--- src/rtl/apb_uart_tx_if.sv ---
// apb_uart_tx_if: APB bus bundle between a master and the apb_uart_tx slave.
interface apb_uart_tx_if;
   logic       psel;
   logic [2:0] paddr;
   logic       penable;
   logic       pwrite;
   logic [7:0] pwdata;
   logic [7:0] prdata;
   logic       pslverr;
   modport master(output psel, paddr, penable, pwrite, pwdata, input prdata, pslverr);
   modport slave(input psel, paddr, penable, pwrite, pwdata, output prdata, pslverr);
endinterface

--- src/rtl/apb_uart_tx.sv ---
// apb_uart_tx: APB-configured UART transmitter with a one-entry holding buffer.
// Define APB_UART_TX_PARITY_EN to add PARITY_CR at address 5 and a parity bit per frame.
module apb_uart_tx (
   input  logic         clk,
   input  logic         n_rst,
   apb_uart_tx_if.slave apb,
   output logic         serial_out
);
`ifdef APB_UART_TX_PARITY_EN
   typedef enum logic [2:0] {IDLE, START, DATA, PARITY, STOP} state_t;
   logic par_en, par_odd, fpar_en, fpar_odd, par_acc;
`else
   typedef enum logic [1:0] {IDLE, START, DATA, STOP} state_t;
`endif
   state_t      state;
   logic [13:0] period, fperiod, timer;
   logic [3:0]  size, fsize, bit_cnt;
   logic [7:0]  buf_q, last_wr, shift, rdata;
   logic        buf_full, overrun, invalid, wr_en, tx_wr, err_clr, load, bit_end;
   always_comb begin
`ifdef APB_UART_TX_PARITY_EN
      invalid = apb.paddr == 3'd7;
`else
      invalid = apb.paddr[2] & apb.paddr[0];
`endif
      apb.pslverr = apb.psel & (invalid | (apb.pwrite & (apb.paddr[2:1] == 2'b00)));
      rdata = apb.paddr == 3'd0 ? {6'd0, buf_full, state != IDLE} :
              apb.paddr == 3'd1 ? {7'd0, overrun} :
              apb.paddr == 3'd2 ? period[7:0] :
              apb.paddr == 3'd3 ? {2'd0, period[13:8]} :
              apb.paddr == 3'd4 ? {4'd0, size} :
`ifdef APB_UART_TX_PARITY_EN
              apb.paddr == 3'd5 ? {6'd0, par_odd, par_en} :
`endif
              apb.paddr == 3'd6 ? last_wr : 8'h00;
      apb.prdata = (apb.psel & ~apb.pwrite) ? rdata : 8'h00;
      wr_en = apb.psel & apb.penable & apb.pwrite & ~apb.pslverr;
      tx_wr = wr_en & (apb.paddr == 3'd6);
      err_clr = apb.psel & apb.penable & ~apb.pwrite & (apb.paddr == 3'd1);
      load = (state == IDLE) & buf_full & (period >= 14'd2);
      bit_end = timer == fperiod - 14'd1;
   end
   always_ff @(posedge clk or negedge n_rst) begin
      if (!n_rst) begin
         state <= IDLE;
         serial_out <= 1'b1;
         period <= '0;
         fperiod <= '0;
         timer <= '0;
         size <= '0;
         fsize <= '0;
         bit_cnt <= '0;
         buf_q <= '0;
         last_wr <= '0;
         shift <= '0;
         buf_full <= 1'b0;
         overrun <= 1'b0;
`ifdef APB_UART_TX_PARITY_EN
         par_en <= 1'b0;
         par_odd <= 1'b0;
         fpar_en <= 1'b0;
         fpar_odd <= 1'b0;
         par_acc <= 1'b0;
`endif
      end else begin
         if (wr_en && apb.paddr == 3'd2) period[7:0] <= apb.pwdata;
         if (wr_en && apb.paddr == 3'd3) period[13:8] <= apb.pwdata[5:0];
         if (wr_en && apb.paddr == 3'd4) size <= apb.pwdata[3:0];
`ifdef APB_UART_TX_PARITY_EN
         if (wr_en && apb.paddr == 3'd5) {par_odd, par_en} <= apb.pwdata[1:0];
`endif
         if (tx_wr) last_wr <= apb.pwdata;
         // A full buffer only accepts a new byte on the edge that empties it
         if (tx_wr && (!buf_full || load)) buf_q <= apb.pwdata;
         buf_full <= tx_wr | (buf_full & ~load);
         overrun <= (tx_wr & buf_full & ~load) | (overrun & ~err_clr);
         timer <= (state == IDLE || bit_end) ? 14'd0 : timer + 14'd1;
         case (state)
            IDLE: if (load) begin
               state <= START;
               serial_out <= 1'b0;
               shift <= buf_q;
               fperiod <= period;
               fsize <= (size >= 4'd5 && size <= 4'd8) ? size : 4'd8;
               bit_cnt <= '0;
`ifdef APB_UART_TX_PARITY_EN
               fpar_en <= par_en;
               fpar_odd <= par_odd;
               par_acc <= 1'b0;
`endif
            end
            START: if (bit_end) begin
               state <= DATA;
               serial_out <= shift[0];
            end
            DATA: if (bit_end) begin
               if (bit_cnt == fsize - 4'd1) begin
`ifdef APB_UART_TX_PARITY_EN
                  state <= fpar_en ? PARITY : STOP;
                  serial_out <= fpar_en ? (par_acc ^ shift[0] ^ fpar_odd) : 1'b1;
`else
                  state <= STOP;
                  serial_out <= 1'b1;
`endif
               end else begin
                  shift <= shift >> 1;
                  serial_out <= shift[1];
                  bit_cnt <= bit_cnt + 4'd1;
`ifdef APB_UART_TX_PARITY_EN
                  par_acc <= par_acc ^ shift[0];
`endif
               end
            end
`ifdef APB_UART_TX_PARITY_EN
            PARITY: if (bit_end) begin
               state <= STOP;
               serial_out <= 1'b1;
            end
`endif
            STOP: if (bit_end) state <= IDLE;
            default: state <= IDLE;
         endcase
      end
   end
endmodule

--- src/flat_wrapper.sv ---
// flat-port wrapper written by rule: the top's interface ports become plain ports
module apb_uart_tx_flat 
  (clk, n_rst, serial_out, apb_psel, apb_paddr, apb_penable, apb_pwrite, apb_pwdata, apb_prdata, apb_pslverr);
  apb_uart_tx_if apb_i ();
  input  logic clk;
  input  logic n_rst;
  output logic serial_out;
  input wire logic [$bits(apb_i.psel)-1:0] apb_psel;
  input wire logic [$bits(apb_i.paddr)-1:0] apb_paddr;
  input wire logic [$bits(apb_i.penable)-1:0] apb_penable;
  input wire logic [$bits(apb_i.pwrite)-1:0] apb_pwrite;
  input wire logic [$bits(apb_i.pwdata)-1:0] apb_pwdata;
  output wire logic [$bits(apb_i.prdata)-1:0] apb_prdata;
  output wire logic [$bits(apb_i.pslverr)-1:0] apb_pslverr;
  assign apb_i.psel = apb_psel;
  assign apb_i.paddr = apb_paddr;
  assign apb_i.penable = apb_penable;
  assign apb_i.pwrite = apb_pwrite;
  assign apb_i.pwdata = apb_pwdata;
  assign apb_prdata = apb_i.prdata;
  assign apb_pslverr = apb_i.pslverr;
  apb_uart_tx u_core (.clk(clk), .n_rst(n_rst), .apb(apb_i), .serial_out(serial_out));
endmodule
--- config.mk ---
export PLATFORM = sky130hd
export DESIGN_NAME = apb_uart_tx_flat
export DESIGN_NICKNAME = d
export VERILOG_FILES = /design/src/rtl/apb_uart_tx_if.sv /design/src/rtl/apb_uart_tx.sv /design/src/flat_wrapper.sv
export SDC_FILE = /design/constraint.sdc
export NUM_CORES = 1
export LEC_CHECK = 0
export CORE_ASPECT_RATIO = 0.6
export CORE_UTILIZATION = 50
export DETAILED_ROUTE_END_ITERATION = 6
export PLACE_DENSITY = 0.7
export SLEW_MARGIN = 20
export SYNTH_ARGS = -nofsm -noshare
export SYNTH_HDL_FRONTEND = slang
export SYNTH_SLANG_ARGS = --single-unit
--- constraint.sdc ---
create_clock -name clk -period 8.4 [get_ports clk]
set_input_delay 1.26 -clock clk [delete_from_list [all_inputs] [get_ports clk]]
set_output_delay 1.26 -clock clk [all_outputs]
set_load 0.1 [all_outputs]
==> summary.json <==
{
  "outcome": {
    "status": "complete, but fails checks",
    "violations": "DRC"
  },
  "min_path": {
    "worstHoldPathCells": 1,
    "worst_hold_startpoint": "u_core.overrun",
    "holdPathEnd": "u_core.overrun",
    "hp-class": "reg2reg"
  },
  "grt": {
    "number_of_global_route_vias_before_repair": 3132,
    "antenna_found_initial": 0,
    "grt_start_max_net_pins": 84,
    "global_route_wire_length_before_repair_mm": 16.9,
    "grt.overflow.total": 0,
    "groute.usage.overall": 0.241
  },
  "critical_path": {
    "crit_path_top_delay_cell": "sky130_fd_sc_hd__clkdlybuf4s50_1",
    "cpPeakStageDelay_ns": 1.15,
    "path_delay_family": "buffers and inverters",
    "critPathKind": "in2out",
    "timing.critical_path.fanout_max": 17,
    "critical_path_buf_inv_count": 2,
    "end_kind": "primary output",
    "data_arrival_time_of_the_critical_path_ns": 4.09,
    "worst-r2r-setup-slack_ns": 4.84,
    "crit_required_ns": 7.14,
    "worst_r2r_startpoint": "u_core.fperiod[0]",
    "worstPathCellList": "clkdlybuf4s50_1 -> nor2b_1 -> a22oi_1 -> nor2_1 -> a31oi_1 -> nor2_1 -> clkdlybuf4s50_1",
    "timing.critical_path.from_type": "input pin",
    "worst_r2r_path_depth": 8,
    "worst_reg2reg_path_endpoint": "u_core.shift[5]"
  },
  "final_layout": {
    "leading_cell_types_in_the_layout_fill_and_taps_excluded": "sky130_fd_sc_hd__dfrtp_1 (82), sky130_fd_sc_hd__mux2_2 (61), sky130_fd_sc_hd__nor2_1 (33)",
    "post-route-cell-area_sq_um": 5180,
    "layout_overhead_on_the_synthesized_area_pct": 14.0,
    "filler_cell_count": 740,
    "final_common_cell": "sky130_fd_sc_hd__dfrtp_1",
    "antenna_cells": 0,
    "design.final.nets": 464,
    "layout_cells_sized_above_1": 0.203,
    "final_cell_count_no_fill": 556
  },
  "die": {
    "core_area_sq_um": 8650,
    "dieWidth_um": 125,
    "initial_utilization": 0.525,
    "floorplan.die_area_sq_um": 9480,
    "design.portCount": 26,
    "rows": 26,
    "fp.dieH_um": 75.8
  },
  "synthesis": {
    "synth_ff_type": "sky130_fd_sc_hd__dfrtp_1",
    "register_bit_count_reported_by_yosys": 83,
    "mappedNetlistArea_sq_um": 4540,
    "post_synth_num_cell_types": 63,
    "yosys_warnings": 0,
    "post_synth_inst_count": 417,
    "synth_enable_flop_cells": 0,
    "share_of_flip_flops_with_an_asynchronous_set_or_reset": 1.00,
    "synth-seq-area-share": 0.458,
    "synth.net_count": 442,
    "synth.avg_cell_area_sq_um": 10.9
  },
  "routing": {
    "ant_nets": 0,
    "ratio_of_routed_vias_to_standard_cells": 6.08,
    "routed_wl_mm": 10.7,
    "drt_pass1_iterations": 7,
    "num_vias": 3378,
    "detailedRoute.firstIterationViolations": 211,
    "detail_route.wl_per_cell_um": 19.3,
    "drt_drc_violations_left": 2
  },
  "placement": {
    "final_estimated_routing_congestion_in_global_placement": 0.907,
    "place.detailed.hpwl_mm": 7.75,
    "dpl.cell_count": 540,
    "port-buffer-count": 25,
    "dpl-instance-area_sq_um": 4880
  },
  "timing": {
    "slew_at_the_pin_closest_to_its_max_slew_limit_ns": 1.09,
    "report.final.slew_viol_count": 0,
    "layout_min_cycle_time_ns": 5.35,
    "worst_slew_margin_rel": 0.271,
    "skew_final_ns": 0.00800,
    "grt_setup_unrepaired": "no",
    "max_freq_mhz": 187,
    "aggregate_negative_setup_slack_ns": 0,
    "setup_viol": 0,
    "fin_crit_share": 0.637,
    "hold_vio_cnt_final": 0
  },
  "clock_network": {
    "cts_num_sinks": 83,
    "ctsHoldBuffers": 0,
    "ctsRootBufferMaster": "sky130_fd_sc_hd__clkbuf_16",
    "quantity_of_gates_resized_following_cts": 0,
    "post-cts-setup-buffers": 0,
    "cts_htree_levels": 3,
    "clk_transition_reported_paths_ns": 0.06,
    "tritoncts": "done",
    "tritoncts.num_buffers": 9,
    "worstSkewPairLatency_ns": 0.34,
    "clock_path_buffers": 2
  },
  "power_and_ir_drop": {
    "ir_drop_mv": 0.119,
    "power.density_nw_per_um2": 307,
    "static-leakage-power_nw": 2.19
  },
  "job": {
    "cap_viol_max_count": 0
  }
}
cell families after synthesis:
group	count (synthesis)	synth area share
AO/OA/AOI/OAI	55	0.0909
XOR/XNOR	33	0.0636
adder cells (fa/ha/maj)	9	0.0248
buffers and inverters	32	0.0284
flip-flops	83	0.458
multiplexers	70	0.177
AND/OR/NAND/NOR	135	0.158
area by class of cell:
class                      instances  area (sq um)  area share
timing repair buffer              27           267      0.0515
tap                              112           140      0.0271
multi-input combinational        302          2330       0.451
inverter                          16          60.1      0.0116
sequential                        83          2080       0.401
clock inverter                     5          63.8      0.0123
clock buffer                      11           233      0.0450
state kept, by name, summed over array words and instances (netlist names):
name	flops
u_core.fperiod	14
u_core.fsize	4
u_core.serial_out	1
u_core.size	4
u_core.state	2
u_core.overrun	1
u_core.shift	8
u_core.timer	14
u_core.period	14
u_core.last_wr	8
u_core.bit_cnt	4
u_core.buf_full	1
u_core.buf_q	8
per-stage QoR:
step	util	worst slack, ns	hold slack (ns)	total power, mW
after floorplan	-	3.19	0.459	1.04
after global placement	0.563	3.14	0.470	1.17
after detailed placement	0.563	3.11	0.479	1.19
after CTS	0.598	3.08	0.494	1.59
after global routing	0.598	2.89	0.520	1.69
final	0.598	3.05	0.497	1.59
worst register-to-register path: stages (launching register included):
cell                       delay [ns]
sky130_fd_sc_hd__dfrtp_1         0.46
sky130_fd_sc_hd__or4_1           0.71
sky130_fd_sc_hd__nor3_1          0.29
sky130_fd_sc_hd__a21boi_0        0.13
sky130_fd_sc_hd__o31ai_1         0.67
sky130_fd_sc_hd__nand4_2         0.40
sky130_fd_sc_hd__o22ai_2         0.23
sky130_fd_sc_hd__o21ai_2         0.18
sky130_fd_sc_hd__mux2_1          0.38
report_power, final:
part / internal, mW / switching (mW)
Sequential: 0.498 / 0.107
Clock: 0.232 / 0.159
Combinational: 0.273 / 0.323
Total: 1.00 / 0.589
layer usage:
| metal | track usage | vias up | wire, um |
|---|---|---|---|
| met5 | 0 | - | 0 |
| met3 | 0.0794 | 10 | 846 |
| met1 | 0.365 | 1703 | 5530 |
| li1 | - | 1549 | - |
| met2 | 0.327 | 116 | 4250 |
| met4 | 0.0610 | 0 | 93 |
how the worst max path moves through the flow:
| stage | to | cells after the start | start |
|---|---|---|---|
| after detailed placement | apb_prdata[3] | 7 | apb_paddr[1] |
| after global routing | apb_prdata[2] | 7 | apb_paddr[2] |
| after global placement | apb_prdata[2] | 7 | apb_paddr[1] |
| after floorplan | apb_prdata[6] | 4 | apb_paddr[2] |
| final | apb_prdata[3] | 7 | apb_paddr[2] |
| after CTS | apb_prdata[3] | 7 | apb_paddr[1] |
cell usage after synthesis (all sizes together), types with 3 or more instances:
library cell  number  area [sq um]
dfrtp             82          2050
mux2              62           698
nor2              33           124
nand2             27           101
xnor2             23           201
inv               16          60.1
o21ai             14          73.8
clkbuf            13          48.8
nand3             11          55.1
xor2              10          87.6
ha                 9           113
nor3               9          45.0
nand4              7          50.1
nor4               7          43.8
a21oi              6          30.0
mux2i              6          60.1
nand2b             6          37.5
nor2b              6          37.5
nor3b              6          45.0
and3               5          31.3
a21boi             4          30.0
a22oi              4          30.0
nor4b              4          41.3
or4                4          30.0
a31oi              3          18.8
buf                3          20.0
nand3b             3          22.5
No activity file was read; power rests on OpenSTA's default activity.
